### config.mk
export PLATFORM = sky130hd
export DESIGN_NAME = pwm_timer_flat
export DESIGN_NICKNAME = d
export VERILOG_FILES = /design/src/rtl/pwm_timer_if.sv /design/src/rtl/pwm_timer.sv /design/src/flat_wrapper.sv
export SDC_FILE = /design/constraint.sdc
export NUM_CORES = 1
export LEC_CHECK = 0
export BUFFER_PORTS_ARGS = -buffer_cell sky130_fd_sc_hd__buf_2
export CAP_MARGIN = 20
export CORE_MARGIN = 2
export CORE_UTILIZATION = 45
export DETAILED_ROUTE_END_ITERATION = 16
export GPL_TIMING_DRIVEN = 0
export PLACE_DENSITY_LB_ADDON = 0.25
export SLEW_MARGIN = 20
export SYNTH_ARGS = -nofsm -noshare
export SYNTH_HDL_FRONTEND = slang
export SYNTH_SLANG_ARGS = --single-unit
export TNS_END_PERCENT = 1
### constraint.sdc
create_clock -name clk_i -period 4.4 [get_ports clk_i]
set_input_delay 0.44 -clock clk_i [delete_from_list [all_inputs] [get_ports clk_i]]
set_output_delay 0.44 -clock clk_i [all_outputs]
set_load 0.05 [all_outputs]
### src/rtl/pwm_timer_if.sv
// PWM timer control/status bundle: staged period/compare, tick, enable and outputs.
// No latency of its own; pure wiring between the timer and its controller.
// No backpressure: load_i is a single-cycle strobe, outputs are level/pulse.
interface pwm_timer_if #(
    parameter int WIDTH = 16
);
    logic             tick_i;
    logic             en_i;
    logic [WIDTH-1:0] arr_i;
    logic [WIDTH-1:0] ccr_i;
    logic             load_i;
    logic             pending_o;
    logic [WIDTH-1:0] cnt_o;
    logic             pwm_o;
    logic             upd_o;
`ifdef PWM_TIMER_DEADTIME_EN
    logic [7:0]       dt_i;
    logic             pwm_n_o;

    modport master (
        output tick_i, en_i, arr_i, ccr_i, load_i, dt_i,
        input  pending_o, cnt_o, pwm_o, upd_o, pwm_n_o
    );
    modport slave (
        input  tick_i, en_i, arr_i, ccr_i, load_i, dt_i,
        output pending_o, cnt_o, pwm_o, upd_o, pwm_n_o
    );
`else
    modport master (
        output tick_i, en_i, arr_i, ccr_i, load_i,
        input  pending_o, cnt_o, pwm_o, upd_o
    );
    modport slave (
        input  tick_i, en_i, arr_i, ccr_i, load_i,
        output pending_o, cnt_o, pwm_o, upd_o
    );
`endif
endinterface

### src/rtl/pwm_timer.sv
// PWM timer with shadowed period/compare; optional dead time via PWM_TIMER_DEADTIME_EN.
// Latency: cnt_o/pwm_o/upd_o update one clk_i after the tick_i rising edge is seen.
// No backpressure: loads are always accepted, last load before the wrap wins.
module pwm_timer #(
    parameter int WIDTH   = 16,
    parameter int ARR_RST = 99,
    parameter int CCR_RST = 50
) (
    input  logic         clk_i,
    input  logic         rst_ni,
    pwm_timer_if.slave   bus
);
    localparam logic [WIDTH-1:0] ARR_INIT = WIDTH'(ARR_RST);
    localparam logic [WIDTH-1:0] CCR_INIT = WIDTH'(CCR_RST);

    logic             tick_q;
    logic [WIDTH-1:0] cnt_q, cnt_d;
    logic [WIDTH-1:0] arr_sh_q, arr_sh_d, ccr_sh_q, ccr_sh_d;
    logic [WIDTH-1:0] arr_stg_q, arr_stg_d, ccr_stg_q, ccr_stg_d;
    logic             pend_q, pend_d;
    logic             pwm_q, pwm_d;
    logic             upd_q, upd_d;
    logic             adv, wrap;

    always_comb begin
        adv       = bus.tick_i & ~tick_q & bus.en_i;
        wrap      = adv && (cnt_q >= arr_sh_q);
        cnt_d     = cnt_q;
        arr_sh_d  = arr_sh_q;
        ccr_sh_d  = ccr_sh_q;
        arr_stg_d = arr_stg_q;
        ccr_stg_d = ccr_stg_q;
        pend_d    = pend_q;
        pwm_d     = pwm_q;
        upd_d     = wrap;

        // A load landing on the wrap edge bypasses staging and takes effect now.
        if (bus.load_i) begin
            arr_stg_d = bus.arr_i;
            ccr_stg_d = bus.ccr_i;
            pend_d    = ~wrap;
        end
        if (wrap) begin
            if (bus.load_i) begin
                arr_sh_d = bus.arr_i;
                ccr_sh_d = bus.ccr_i;
            end else if (pend_q) begin
                arr_sh_d = arr_stg_q;
                ccr_sh_d = ccr_stg_q;
                pend_d   = 1'b0;
            end
        end
        if (adv) begin
            cnt_d = wrap ? '0 : cnt_q + WIDTH'(1);
            pwm_d = (cnt_d < ccr_sh_d);
        end
    end

    always_ff @(posedge clk_i or negedge rst_ni) begin
        if (!rst_ni) begin
            tick_q    <= 1'b0;
            cnt_q     <= '0;
            arr_sh_q  <= ARR_INIT;
            ccr_sh_q  <= CCR_INIT;
            arr_stg_q <= ARR_INIT;
            ccr_stg_q <= CCR_INIT;
            pend_q    <= 1'b0;
            pwm_q     <= 1'b0;
            upd_q     <= 1'b0;
        end else begin
            tick_q    <= bus.tick_i;
            cnt_q     <= cnt_d;
            arr_sh_q  <= arr_sh_d;
            ccr_sh_q  <= ccr_sh_d;
            arr_stg_q <= arr_stg_d;
            ccr_stg_q <= ccr_stg_d;
            pend_q    <= pend_d;
            pwm_q     <= pwm_d;
            upd_q     <= upd_d;
        end
    end

    assign bus.cnt_o     = cnt_q;
    assign bus.pending_o = pend_q;
    assign bus.upd_o     = upd_q;

`ifdef PWM_TIMER_DEADTIME_EN
    // Cycles since the raw PWM last changed level; saturates so long phases stay open.
    logic [7:0] dt_cnt_q, dt_cnt_d;

    always_comb begin
        if (pwm_d != pwm_q) begin
            dt_cnt_d = 8'd0;
        end else if (dt_cnt_q == 8'hFF) begin
            dt_cnt_d = dt_cnt_q;
        end else begin
            dt_cnt_d = dt_cnt_q + 8'd1;
        end
    end

    always_ff @(posedge clk_i or negedge rst_ni) begin
        if (!rst_ni) begin
            dt_cnt_q <= 8'd0;
        end else begin
            dt_cnt_q <= dt_cnt_d;
        end
    end

    assign bus.pwm_o   =  pwm_q && (dt_cnt_q >= bus.dt_i);
    assign bus.pwm_n_o = ~pwm_q && (dt_cnt_q >= bus.dt_i);
`else
    assign bus.pwm_o = pwm_q;
`endif
endmodule
### src/flat_wrapper.sv
// flat-port wrapper written by rule: the top's interface ports become plain ports
module pwm_timer_flat 
#(
    parameter int WIDTH   = 16,
    parameter int ARR_RST = 99,
    parameter int CCR_RST = 50
)
  (clk_i, rst_ni, bus_tick_i, bus_en_i, bus_arr_i, bus_ccr_i, bus_load_i, bus_pending_o, bus_cnt_o, bus_pwm_o, bus_upd_o);
  pwm_timer_if #(.WIDTH(WIDTH)) bus_i ();
  input  logic clk_i;
  input  logic rst_ni;
  input wire logic [$bits(bus_i.tick_i)-1:0] bus_tick_i;
  input wire logic [$bits(bus_i.en_i)-1:0] bus_en_i;
  input wire logic [$bits(bus_i.arr_i)-1:0] bus_arr_i;
  input wire logic [$bits(bus_i.ccr_i)-1:0] bus_ccr_i;
  input wire logic [$bits(bus_i.load_i)-1:0] bus_load_i;
  output wire logic [$bits(bus_i.pending_o)-1:0] bus_pending_o;
  output wire logic [$bits(bus_i.cnt_o)-1:0] bus_cnt_o;
  output wire logic [$bits(bus_i.pwm_o)-1:0] bus_pwm_o;
  output wire logic [$bits(bus_i.upd_o)-1:0] bus_upd_o;
  assign bus_i.tick_i = bus_tick_i;
  assign bus_i.en_i = bus_en_i;
  assign bus_i.arr_i = bus_arr_i;
  assign bus_i.ccr_i = bus_ccr_i;
  assign bus_i.load_i = bus_load_i;
  assign bus_pending_o = bus_i.pending_o;
  assign bus_cnt_o = bus_i.cnt_o;
  assign bus_pwm_o = bus_i.pwm_o;
  assign bus_upd_o = bus_i.upd_o;
  pwm_timer #(.WIDTH(WIDTH), .ARR_RST(ARR_RST), .CCR_RST(CCR_RST)) u_core (.clk_i(clk_i), .rst_ni(rst_ni), .bus(bus_i));
endmodule
* Word level (Yosys, flattened, before mapping)
Cells that the tools add are included.
Cells by class: order comparisons 2, bitwise gates (word level) 4, $add $sub $neg 1, multiplexer cells 10, reduce and logical (&&, ||, !) cells 3
Operators with widths (number):
- 16-bit 2-to-1 mux | 6
- 16-bit by 1-bit adder with 16-bit output, second input constant | 1
- 16-bit greater-or-equal comparator | 1
- 16-bit < comparator | 1
- 1-bit 2-to-1 mux | 4
- 1-bit AND | 2
- 1-bit inverter | 2
- 2-bit AND reduction | 1
- 2-bit nonzero test | 1
- 1-bit logical AND | 1
Storage, ports and cells: flip-flop bits (word level) 84, output and inout port bits 19, input bits 37, logic and storage cells 29

* Longest topological paths before layout
word-level depth 9, mapped depth 17, mapped depth without buffers 15

* Worst setup path before layout
Ideal clock, no wire load.
path kind reg-to-reg, start register u_core.cnt_q[0] (netlist: u_core.bus.cnt_o[0]), end register u_core.pwm_q (netlist: u_core.bus.pwm_o), stages on the path, launching flop included 17, required time 4.317 ns, library setup time 0.083 ns, slack 0.556 ns, arrival time 3.761 ns, cells stage by stage dfrtp_1 -> inv_1 -> ha_1 -> nand2b_1 -> a2111o_1 -> a41oi_4 -> a211oi_2 -> buf_4 -> buf_6 -> a21o_1 -> ha_1 -> a21o_1 -> a21o_1 -> a211o_1 -> a22oi_1 -> o2111ai_1 -> o21ai_0
On the way: longest elaborated chain between the ends 4, elaborated cells on any way between the ends 6, classes of those cells add/sub: 1; order compare: 2; mux: 2; reduce/logical: 1
Ends and longest elaborated chain:
- start: declaration | RTL line pwm_timer.sv:17 | logic [WIDTH-1:0] cnt_q, cnt_d;
- start signal: assignment | RTL line pwm_timer.sv:72 | cnt_q <= cnt_d;
- 16-bit greater-or-equal comparator | RTL line pwm_timer.sv:27 | wrap = adv && (cnt_q >= arr_sh_q);
- 1-bit logical AND | RTL line pwm_timer.sv:27
- 16-bit 2-to-1 mux, on equally long branches | RTL line pwm_timer.sv:54, pwm_timer.sv:43
- 16-bit < comparator (*) | RTL line pwm_timer.sv:55 | pwm_d = (cnt_d < ccr_sh_d);
- end signal: assignment | RTL line pwm_timer.sv:78 | pwm_q <= pwm_d;
- end: declaration | RTL line pwm_timer.sv:21 | logic pwm_q, pwm_d;
Every way passes the cells marked *; elsewhere a longest branch is shown, timed or not. A chain may end at the register's enable or synchronous reset.

* Final worst setup path
Same ends and word-level chain as after synthesis.

==> flow_metrics.env <==
export IMPL_wl_per_cell_um=15.5
export IMPL_clk_pin_slew_ns=0.09
export IMPL_htreeDepth=3
export IMPL_ctsRootBufferMaster="clkbuf_8"
export IMPL_drv_cap=0
export IMPL_combPwrFrac=0.370
export IMPL_die_area_um2=10800
export IMPL_crit_fanout=10
export IMPL_synth_nets=511
export IMPL_place_area_um2=4970
export IMPL_worstSetupPathType="reg -> reg"
export IMPL_cts_made_buffers=9
export IMPL_final_nets=578
export IMPL_syn_area_per_cell_um2=10.2
export IMPL_relSlewSlack=0.498
export IMPL_initial_core_util=0.463
export IMPL_synthesis_area_um2=4510
export IMPL_r2r_end="u_core.bus.pwm_o"
export IMPL_outcome="finished, final reports clean"
export IMPL_die_h_um=104
export IMPL_worst_pin_slew_ns=0.753
export IMPL_p_clk_frac=0.237
export IMPL_remaining_drc_errors=0
export IMPL_cp_endpoint="u_core.bus.pwm_o"
export IMPL_grt_pass1_wl_mm=16.8
export IMPL_insertion_delay_ns=0.37
export IMPL_finalCriticalPeriod_ns=4.03
export IMPL_tritoncts="built"
export IMPL_hpwl_mm=7.50
export IMPL_routabilityCongestion=0.841
export IMPL_firstDrtPassIters=4
export IMPL_worstPathArrival_ns=4.32
export IMPL_startpoint_type="flip-flop"
export IMPL_numPortBuffers=55
export IMPL_slowest_stage="dfrtp_1"
export IMPL_synth_edff_count=0
export IMPL_crit_cells=17
export IMPL_drt_iter0_drc=135
export IMPL_r2r_start="u_core.bus.cnt_o[0]"
export IMPL_ys_flop_type="dfrtp_1"
export IMPL_vias_per_cell=5.26
export IMPL_min_path_type="in -> async"
export IMPL_rsz0062_at_grt="no"
export IMPL_finalSetupViolations=0
export IMPL_max_stage_delay_ns=0.50
export IMPL_final_common_cell="dfrtp_1"
export IMPL_postSynthCellCount=442
export IMPL_fmaxAchievable_ghz=0.248
export IMPL_setup_tns_ns=0
export IMPL_grt_max_degree=45
export IMPL_cts_sinks=84
export IMPL_ys_ff_latch=84
export IMPL_p_seq_frac=0.393
export IMPL_synth_cell_types=49
export IMPL_area_delta_synth_final_pct=16.1
export IMPL_routed_via_count=3406
export IMPL_cts_buffer_depth=2
export IMPL_finClkSkew_ns=0.0160
export IMPL_crit_top_cell="a21o_1"
export IMPL_synth_warnings=0
export IMPL_p_int_mw=1.81
export IMPL_seq_area_frac_synth=0.470
export IMPL_crit_buf_inv=3
export IMPL_final_cell_mix="dfrtp_1 (70), buf_2 (62), nor2_1 (40)"
export IMPL_antenna_found_initial=0
export IMPL_grt_pass1_vias=3457
export IMPL_slew_violations=0
export IMPL_p_leak_nw=2.64
export IMPL_routed_wl_mm=10.0
export IMPL_p_per_area_nw_per_um2=551
export IMPL_post_route_period_util=0.916
export IMPL_p_sw_frac=0.372
export IMPL_reg2reg_slack_ns=0.37
export IMPL_r2r_cells=17
export IMPL_p_switching_mw=1.07
export IMPL_dieWidth_um=104
export IMPL_drive_gt1_frac=0.251
export IMPL_required_ns=4.69
export IMPL_cp_end_kind="flip-flop"
export IMPL_core_area_um2=9730
export IMPL_final_cell_area_um2=5230
export IMPL_insertedDiodeCount=0
export IMPL_grt_use_total=0.197
export IMPL_ctsHoldBuffers=0
export IMPL_path_cells="inv_1, ha_1, nand2b_1, a2111o_1, a41oi_4, a211oi_2, buf_4, buf_6, nor2_1, a21o_1, ha_1, a21o_1, a21o_1, a211o_1, a22oi_1, o2111ai_1, o21ai_0"
export IMPL_critPathTopFamily="compound AO/OA/AOI/OAI gates"
export IMPL_gr_total_overflow=0
export IMPL_ir_drop_v=0.000223
export IMPL_crit_start="u_core.bus.cnt_o[0]"
export IMPL_async_flop_share=1.00
export IMPL_hold_viol_final=0
export IMPL_ant_nets=0
export IMPL_pin_count=56
export IMPL_rows=36
Yosys cell counts, drive strengths merged, types with 3 or more instances:
cell type | instances | area (um^2)
nand4 | 6 | 43.8
nand3 | 8 | 40.0
a31o | 4 | 35.0
a21oi | 25 | 125
a22o | 9 | 78.8
and3 | 3 | 18.8
inv | 38 | 143
ha | 32 | 400
a211oi | 4 | 40.0
dfrtp | 70 | 1750
mux2i | 14 | 140
o21ai | 29 | 145
dfstp | 14 | 368
nand2 | 40 | 160
xor2 | 8 | 70.1
a21o | 25 | 188
clkbuf | 6 | 22.5
nor2 | 41 | 161
buf | 12 | 73.8
o31ai | 4 | 30.0
xnor2 | 6 | 52.6
nor3 | 3 | 26.3
nor2b | 4 | 25.0
mux2 | 17 | 191
logic make-up after synthesis:
| group | Yosys count | synth area share |
|---|---|---|
| xor gates and xnor gates | 14 | 0.0272 |
| DFF | 84 | 0.470 |
| and+or+nand+nor | 113 | 0.119 |
| adders and majority gates | 32 | 0.0889 |
| buffers and inverters | 56 | 0.0530 |
| AOI/OAI and AO/OA | 112 | 0.168 |
| muxes | 31 | 0.0736 |
sequential cells by signal, indices dropped and copies added (netlist names):
signal	cells
u_core.arr_sh_q	16
u_core.bus.cnt_o	16
u_core.bus.pwm_o	1
u_core.ccr_stg_q	16
u_core.bus.upd_o	1
u_core.bus.pending_o	1
u_core.ccr_sh_q	16
u_core.tick_q	1
u_core.arr_stg_q	16
cell type report:
type,instances,area (um^2)
Buffer,18,96.3
Clock buffer,10,138
Clock inverter,6,111
Fill cell,917,4500
Inverter,38,143
Multi-Input combinational cell,302,2160
Sequential cell,84,2120
Tap cell,133,166
Timing Repair Buffer,56,298
power groups by stage:
stage                     Sequential, mW  Combinational (mW)  Clock, mW
after floorplan                     1.23               0.688          0
after global placement              1.14                1.01          0
after detailed placement            1.15                1.06          0
after CTS                           1.13                1.07      0.695
after global routing                1.16                1.20      0.723
final                               1.13                1.07      0.683
worst min-delay path by stage:
stage | start | endpoint | slack, ns
CTS | rst_ni | u_core.arr_sh_q[4] | 0.06
detailed placement | rst_ni | u_core.ccr_stg_q[7] | 0.46
floorplan | rst_ni | u_core.arr_sh_q[10] | 0.14
global placement | u_core.arr_stg_q[15] | u_core.arr_stg_q[15] | 0.48
global route | rst_ni | u_core.ccr_stg_q[7] | 0.09
finish | rst_ni | u_core.ccr_sh_q[8] | 0.05
layer usage:
| metal | global-route usage | routed length, um | vias up |
|---|---|---|---|
| met5 | 0 | 0 | - |
| met4 | 0.0801 | 120 | 0 |
| met3 | 0.0288 | 282 | 9 |
| met2 | 0.315 | 4860 | 46 |
| met1 | 0.269 | 4780 | 1691 |
| li1 | - | - | 1660 |
through the flow:
step | hold slack (ns) | setup slack [ns] | power, mW | cells | util
2_1_floorplan | 0.144 | 0.556 | 1.91 | 442 | -
3_3_place_gp | 0.482 | 0.384 | 2.15 | 630 | 0.508
3_5_place_dp | 0.464 | 0.255 | 2.21 | 631 | 0.511
4_1_cts | 0.0635 | 0.200 | 2.90 | 647 | 0.536
5_1_grt | 0.0940 | 0.106 | 3.07 | 647 | 0.538
6_report | 0.0516 | 0.372 | 2.88 | 647 | 0.538
timing repair:
item	CTS	global route
buffers inserted	0	0
setup endpoints to repair	0	1
gates resized for setup	0	2
(Power assumes the default switching activity.)
